==> src/rtl/grid_sequencer.sv <==
// grid_sequencer: replays one latched input sample against a table of grid/scale points as
// three lock-step AXI-Stream beats. Optional sweep counter enabled by GRID_SEQUENCER_CNT_EN.
module grid_sequencer #(
  parameter int DATA_WIDTH  = 16,
  parameter int SCALE_WIDTH = 16,
  parameter int GRID_POINTS = 8,
  parameter int ADDR_WIDTH  = $clog2(GRID_POINTS)
) (
  input  logic                   clk,
  input  logic                   rst,

  input  logic                   cfg_wr_en,
  input  logic [ADDR_WIDTH-1:0]  cfg_wr_addr,
  input  logic [DATA_WIDTH-1:0]  cfg_grid,
  input  logic [SCALE_WIDTH-1:0] cfg_scale,
  input  logic [ADDR_WIDTH:0]    cfg_num_points,

  output logic                   busy,
`ifdef GRID_SEQUENCER_CNT_EN
  output logic [15:0]            sweep_count,
`endif

  input  logic [DATA_WIDTH-1:0]  s_axis_data_tdata,
  input  logic                   s_axis_data_tvalid,
  output logic                   s_axis_data_tready,

  output logic [DATA_WIDTH-1:0]  m_axis_data_tdata,
  output logic                   m_axis_data_tvalid,
  input  logic                   m_axis_data_tready,
  output logic                   m_axis_data_tlast,

  output logic [DATA_WIDTH-1:0]  m_axis_grid_tdata,
  output logic                   m_axis_grid_tvalid,
  input  logic                   m_axis_grid_tready,
  output logic                   m_axis_grid_tlast,

  output logic [SCALE_WIDTH-1:0] m_axis_scle_tdata,
  output logic                   m_axis_scle_tvalid,
  input  logic                   m_axis_scle_tready,
  output logic                   m_axis_scle_tlast
);

  typedef enum logic {
    ST_IDLE,
    ST_SWEEP
  } state_t;

  localparam logic [ADDR_WIDTH:0]   LP_NPTS = (ADDR_WIDTH+1)'(GRID_POINTS);
  localparam logic [ADDR_WIDTH-1:0] LP_LAST = ADDR_WIDTH'(GRID_POINTS - 1);
  localparam logic [ADDR_WIDTH-1:0] LP_ONE  = ADDR_WIDTH'(1);

  state_t                 r_state;
  state_t                 w_state_nxt;

  logic [DATA_WIDTH-1:0]  r_grid  [GRID_POINTS];
  logic [SCALE_WIDTH-1:0] r_scale [GRID_POINTS];
  logic [DATA_WIDTH-1:0]  r_sample;
  logic [ADDR_WIDTH-1:0]  r_k;
  logic [ADDR_WIDTH-1:0]  r_last_k;
  logic [2:0]             r_acc;

  logic                   w_in_hs;
  logic                   w_cfg_wr;
  logic                   w_sweep;
  logic                   w_last_beat;
  logic                   w_beat_done;
  logic [ADDR_WIDTH-1:0]  w_last_k_nxt;
  logic [2:0]             w_valid;
  logic [2:0]             w_ready;
  logic [2:0]             w_hs;

  assign w_sweep     = (r_state == ST_SWEEP);
  assign w_in_hs     = (r_state == ST_IDLE) && s_axis_data_tvalid;
  assign w_cfg_wr    = (r_state == ST_IDLE) && cfg_wr_en && ({1'b0, cfg_wr_addr} < LP_NPTS);
  assign w_last_beat = (r_k == r_last_k);

  // Channel order in the 3-bit vectors: {scle, grid, data}.
  // Valid is derived purely from state and accepted flags, never from tready.
  assign w_valid     = {3{w_sweep}} & ~r_acc;
  assign w_ready     = {m_axis_scle_tready, m_axis_grid_tready, m_axis_data_tready};
  assign w_hs        = w_valid & w_ready;
  assign w_beat_done = w_sweep && ((r_acc | w_hs) == 3'b111);

  // Clamp the requested point count to [1, GRID_POINTS], stored as the last index.
  always_comb begin
    w_last_k_nxt = '0;
    if (cfg_num_points == '0) begin
      w_last_k_nxt = '0;
    end else if (cfg_num_points >= LP_NPTS) begin
      w_last_k_nxt = LP_LAST;
    end else begin
      w_last_k_nxt = cfg_num_points[ADDR_WIDTH-1:0] - LP_ONE;
    end
  end

  always_ff @(posedge clk or posedge rst) begin
    if (rst) begin
      r_state <= ST_IDLE;
    end else begin
      r_state <= w_state_nxt;
    end
  end

  always_comb begin
    w_state_nxt = r_state;
    case (r_state)
      ST_IDLE:  if (w_in_hs) w_state_nxt = ST_SWEEP;
      ST_SWEEP: if (w_beat_done && w_last_beat) w_state_nxt = ST_IDLE;
      default:  w_state_nxt = ST_IDLE;
    endcase
  end

  always_comb begin
    s_axis_data_tready = 1'b0;
    busy               = 1'b0;
    case (r_state)
      ST_IDLE:  s_axis_data_tready = 1'b1;
      ST_SWEEP: busy               = 1'b1;
      default: begin
        s_axis_data_tready = 1'b0;
        busy               = 1'b0;
      end
    endcase
  end

  // Register file: written only in IDLE, so a same-cycle write lands before the first beat reads it.
  always_ff @(posedge clk or posedge rst) begin
    if (rst) begin
      for (int unsigned i = 0; i < GRID_POINTS; i++) begin
        r_grid[i]  <= '0;
        r_scale[i] <= '0;
      end
    end else if (w_cfg_wr) begin
      r_grid[cfg_wr_addr]  <= cfg_grid;
      r_scale[cfg_wr_addr] <= cfg_scale;
    end
  end

  always_ff @(posedge clk or posedge rst) begin
    if (rst) begin
      r_sample <= '0;
      r_k      <= '0;
      r_last_k <= '0;
      r_acc    <= '0;
    end else if (w_in_hs) begin
      r_sample <= s_axis_data_tdata;
      r_last_k <= w_last_k_nxt;
      r_k      <= '0;
      r_acc    <= '0;
    end else if (w_sweep) begin
      if (w_beat_done) begin
        r_acc <= '0;
        r_k   <= w_last_beat ? '0 : r_k + LP_ONE;
      end else begin
        r_acc <= r_acc | w_hs;
      end
    end
  end

  always_comb begin
    m_axis_data_tvalid = w_valid[0];
    m_axis_grid_tvalid = w_valid[1];
    m_axis_scle_tvalid = w_valid[2];
    m_axis_data_tdata  = '0;
    m_axis_grid_tdata  = '0;
    m_axis_scle_tdata  = '0;
    m_axis_data_tlast  = 1'b0;
    m_axis_grid_tlast  = 1'b0;
    m_axis_scle_tlast  = 1'b0;
    if (w_sweep) begin
      m_axis_data_tdata = r_sample;
      m_axis_grid_tdata = r_grid[r_k];
      m_axis_scle_tdata = r_scale[r_k];
      m_axis_data_tlast = w_last_beat;
      m_axis_grid_tlast = w_last_beat;
      m_axis_scle_tlast = w_last_beat;
    end
  end

`ifdef GRID_SEQUENCER_CNT_EN
  logic [15:0] r_sweep_count;

  always_ff @(posedge clk or posedge rst) begin
    if (rst) begin
      r_sweep_count <= '0;
    end else if (w_beat_done && w_last_beat && (r_sweep_count != '1)) begin
      r_sweep_count <= r_sweep_count + 16'd1;
    end
  end

  assign sweep_count = r_sweep_count;
`else
  // No sweep counter in this build.
`endif

endmodule
==> config.mk <==
export PLATFORM = sky130hd
export DESIGN_NAME = grid_sequencer
export DESIGN_NICKNAME = d
export VERILOG_FILES = /design/src/rtl/grid_sequencer.sv
export SDC_FILE = /design/constraint.sdc
export NUM_CORES = 1
export LEC_CHECK = 0
export ABC_AREA = 1
export CORE_ASPECT_RATIO = 2
export CORE_MARGIN = 5
export CORE_UTILIZATION = 50
export DETAILED_ROUTE_END_ITERATION = 16
export PLACE_DENSITY = 0.77
export SLEW_MARGIN = 20
export SYNTH_ARGS = -nofsm -noshare
export SYNTH_HDL_FRONTEND = slang
export SYNTH_SLANG_ARGS = --single-unit
==> constraint.sdc <==
create_clock -name clk -period 13.3 [get_ports clk]
set_clock_uncertainty 0.2 [all_clocks]
set_input_delay 2.66 -clock clk [delete_from_list [all_inputs] [get_ports clk]]
set_output_delay 2.66 -clock clk [all_outputs]
set_load 0.1 [all_outputs]
-- Word level (Yosys, flattened, before mapping)
Index checks and enable logic that the tools add are counted.
- bits in registers: 282
- word-level logic and storage cells: 73
- add/subtract/negate cells: 2
- $lt $le $gt $ge: 4
- equal/unequal tests: 2
- mux-type cells: 28
- bitwise logic cells: 7
- reduce and logical (&&, ||, !) cells: 9
- operator list (operator ; number):
    bitwise mux 128 bit ; 2
    2-to-1 mux 16 bit ; 8
    binary-select mux 16 bit (select 3 bit) ; 2
    demux 16 bit (select 3 bit) ; 1
    2-to-1 mux 3 bit ; 9
    >= comparator 4 bit, second input constant ; 3
    inverter 3 -> 4 bit ; 2
    AND 3 bit ; 2
    logical AND 1 bit ; 5
    2-to-1 mux 1 bit ; 5
    logical NOT 4 bit ; 1
    less-than comparator 4 x 1 -> 1 bit, second input constant ; 1
    nonzero test 2 bit ; 2
    adder 3 x 1 -> 3 bit, second input constant ; 1
    == test 3 bit ; 1
    == test 3 bit, second input constant ; 1
    inverter 3 bit ; 1
    OR 3 bit ; 1
    subtractor 3 x 1 -> 3 bit, second input constant ; 1
    one-hot mux 1 bit (2 select lines) ; 1
    AND reduction 2 bit ; 1
    inverter 1 bit ; 1

-- Longest topological paths before layout
- depth after elaboration: 9
- mapped depth: 9
- mapped depth without buffers: 6

-- Worst setup path before layout
No wires, ideal clock.
- path kind: register to output
- from: register r_state
- to: output port m_axis_grid_tlast
- data arrival time: 3.696 ns
- setup slack: 6.744 ns
- stages on the path, launching flop included: 5
- path buffers: 2
- path through: dfrtp_1 -> buf_2 -> inv_1 -> nor2_1 -> buf_4
- longest elaborated chain between the ends: 1
- ends and longest elaborated chain (element ; RTL line ; RTL):
    start: declaration ; 52 ; state_t r_state;
    start signal: assignment ; 100 ; r_state <= w_state_nxt;
    2-to-1 mux 1 bit ; - ;
    end: declaration ; 35 ; output logic m_axis_grid_tlast,
No other way between the ends.

-- Worst setup path in the final report
- from: register r_k[0]
- to: output port m_axis_grid_tlast
- longest elaborated chain between the ends: 2
- ends and longest elaborated chain (element ; RTL line ; RTL):
    start: declaration ; 58 ; logic [ADDR_WIDTH-1:0] r_k;
    start signal: assignment ; 153 ; r_k <= w_last_beat ? '0 : r_k + LP_ONE;
    == test 3 bit ; 75 ; assign w_last_beat = (r_k == r_last_k);
    2-to-1 mux 1 bit ; 170 ; if (w_sweep) begin
No other way between the ends.

==> impl_metrics.yaml <==
timing:
  hold_viol_final: 0
  rsz0062_at_grt: "false"
  fmax_mhz: 144
  finalSetupViolCount: 0
  maxSlewViolCount: 0
  fin_crit_ns: 6.97
  fin_setup_tns_ns: 0
  worst_pin_slew_ns: 1.03
  setup_ws_ns: 6.33
  maxSlewHeadroom_pct: 31.3
  period_share_pct: 52.4
min_path:
  holdPathStages: 2
  hp-class: "reg2reg"
  min-delay-start: "r_sample[13]"
  min_to: "r_sample[13]"
cts:
  clk_latency_ns: 0.53
  clock_sinks: 282
  root_buffer: "clkbuf_16"
  cts_buffer_depth: 3
  cts-htree-levels: 1
  cts.repair.resized: 0
  path_clk_slew_ns: 0.07
  cts_tree: "built"
  cts_buffers: 25
  postCtsSetupBuffers: 0
  holdBufCountCts: 0
floorplan:
  die_h_um: 242
  io_pins: 118
  start_util_pct: 50.3
  core_um2: 26800
  dieArea_um2: 30500
  num_rows: 85
  die_x_um: 126
detailed_routing:
  via_count: 11700
  via_per_inst: 5.20
  drt_iter0_drc: 1097
  drt_wl_total_um: 34200
  drcViolationCount: 0
  drtPass1Iterations: 6
  wire_per_inst_um: 15.2
  antenna_left: 0
run:
  maxCapViolCount: 0
worst_setup_path:
  reg2regPathDepth: 7
  cp.required_ns: 10.44
  crit_path_max_fanout: 58
  timing.rr.end: "r_state"
  cp-start-kind: "flip-flop"
  r2r_setup_slack_ns: 10.60
  reg2reg_from: "r_k[0]"
  arrival_ns: 4.11
  criticalPathCategory: "reg2out"
  worst_setup_path_end_kind: "output port"
  cp-startpoint: "r_k[0]"
yosys:
  synth_top_area_share_pct: 52.4
  yosysWarnings: 0
  synth_ff_type: "dfrtp_1"
  synth_area_leaders: "dfrtp_1, nand2_1, o21ai_0"
  async_flop_share_pct: 100
  yosysTopAreaCell: "dfrtp_1"
  netlist_area_um2: 13500
  ys_seq_elements: 282
  yosysUniqueCellTypes: 22
  syn_area_per_cell_um2: 7.34
  synth-edff-count: 0
  synth_common_cells: "nand2_1, dfrtp_1, o21ai_0"
  synth_most_common_cell: "nand2_1"
  yosysSeqAreaShare_pct: 52.4
  netlist_instances: 1835
  synth_fp_nets: 1899
global_route:
  gr-total-overflow: 0
  grt_pass1_wl_um: 57800
  track_usage_pct: 22.7
  grt_pass1_vias: 11700
  antenna_found_initial: 0
  grt_start_max_net_pins: 169
finish:
  instances_no_fill: 2250
  areaGrowthSynthToFinish_pct: 16.1
  final_layout_size_suffix_gt1_share_pct: 3.68
  seqCellArea_um2: 7070
  final_nets: 1949
  finish.utilization_pct: 58.4
  multi_input_area_um2: 5240
  insertedDiodeCount: 0
  fill_cells: 2472
power:
  powerDensity_nw_per_um2: 281
  leakage_nw: 7.79
  peakVddDrop_mv: 0.260
status:
  status: "complete, no violations"
place:
  gp_congestion: 0.784
  dp_hpwl_um: 20100
  place_ws_ns: 6.88
  io_buffers: 117
  placedCellCount: 2206
==> state kept, by name (all words and copies together), names as in the netlist <==
signal	count
r_sample	16
r_grid	128
r_acc	3
r_scale	128
r_k	3
r_state	1
r_last_k	3
==> routing by layer <==
metal  GRT usage [%]  up-vias  wire length (µm)
met5               0        -                 0
met4            7.26        0               925
met3            2.89       55              1790
met2            40.5      332             17700
met1            28.4     5585             13800
li1                -     5726                 -
==> cell usage in the layout (no fill, tap or decap), drive strengths merged <==
| cell type | netlist | layout |
|---|---|---|
| clkbuf | 66 | 34 |
| inv | 193 | 193 |
| nand2 | 664 | 664 |
| xor2 | 1 | 1 |
| o211ai | 1 | 1 |
| ha | 2 | 2 |
| buf | 45 | 17 |
| clkdlybuf4s50 | 0 | 117 |
| a22o | 1 | 1 |
| dfrtp | 282 | 282 |
| bufinv | 0 | 4 |
| nor2 | 207 | 207 |
| xnor2 | 1 | 1 |
| nand3 | 76 | 76 |
| clkinvlp | 0 | 1 |
| o21ai | 259 | 259 |
| a21oi | 33 | 33 |
| clkinv | 0 | 5 |
| nor3 | 2 | 2 |
| nand4 | 2 | 2 |
==> cell type report <==
cell class                 count  share of cell area, %
timing repair buffer         134                   8.38
inverter                     193                   4.68
tap                          348                   2.78
sequential                   282                   45.2
multi-input combinational   1249                   33.5
clock buffer                  34                   4.47
clock inverter                10                  0.976
==> cells by family (layout without fill, tap and decap cells) <==
| logic type | count (synthesis) | after routing | synth area share [%] |
|---|---|---|---|
| adders and majority gates | 2 | 2 | 0.186 |
| DFF | 282 | 282 | 52.4 |
| buffers and inverters | 304 | 371 | 8.77 |
| AOI/OAI and AO/OA | 294 | 294 | 11.0 |
| xor gates and xnor gates | 2 | 2 | 0.130 |
| and+or+nand+nor | 951 | 951 | 27.6 |
==> worst max-delay path, stage by stage (launching register included) <==
cell and delay, ns:
dfrtp_4 0.72, inv_2 0.56, buf_4 0.53, nand2_1 0.09, nand2_1 0.07, nand3_1 0.17
nor2_1 0.22, clkdlybuf4s50_1 1.17
==> stage by stage <==
step / instance area (µm²) / hold slack, ns / power [mW]
2_1_floorplan: 13500 / 0.249 / 3.13
3_3_place_gp: 14800 / 0.264 / 3.59
3_5_place_dp: 14800 / 0.266 / 3.64
4_1_cts: 15600 / 0.283 / 4.42
5_1_grt: 15600 / 0.302 / 4.67
6_report: 15600 / 0.279 / 4.39
==> where the power goes <==
group / internal (mW) / switching, mW / total (mW)
Sequential: 1.17 / 0.221 / 1.39
Combinational: 0.584 / 1.66 / 2.24
Clock: 0.445 / 0.315 / 0.761
==> worst max-delay path by stage <==
stage / endpoint / slack [ns] / cells after the start
after floorplan: r_acc[0] / 2.66 / 1
after global placement: m_axis_grid_tdata[15] / 6.89 / 7
after detailed placement: m_axis_grid_tlast / 6.88 / 7
after CTS: m_axis_grid_tlast / 6.30 / 7
after global routing: m_axis_scle_tlast / 6.09 / 7
final: m_axis_grid_tlast / 6.33 / 7
Note: power is estimated with default switching activity, not from simulation.
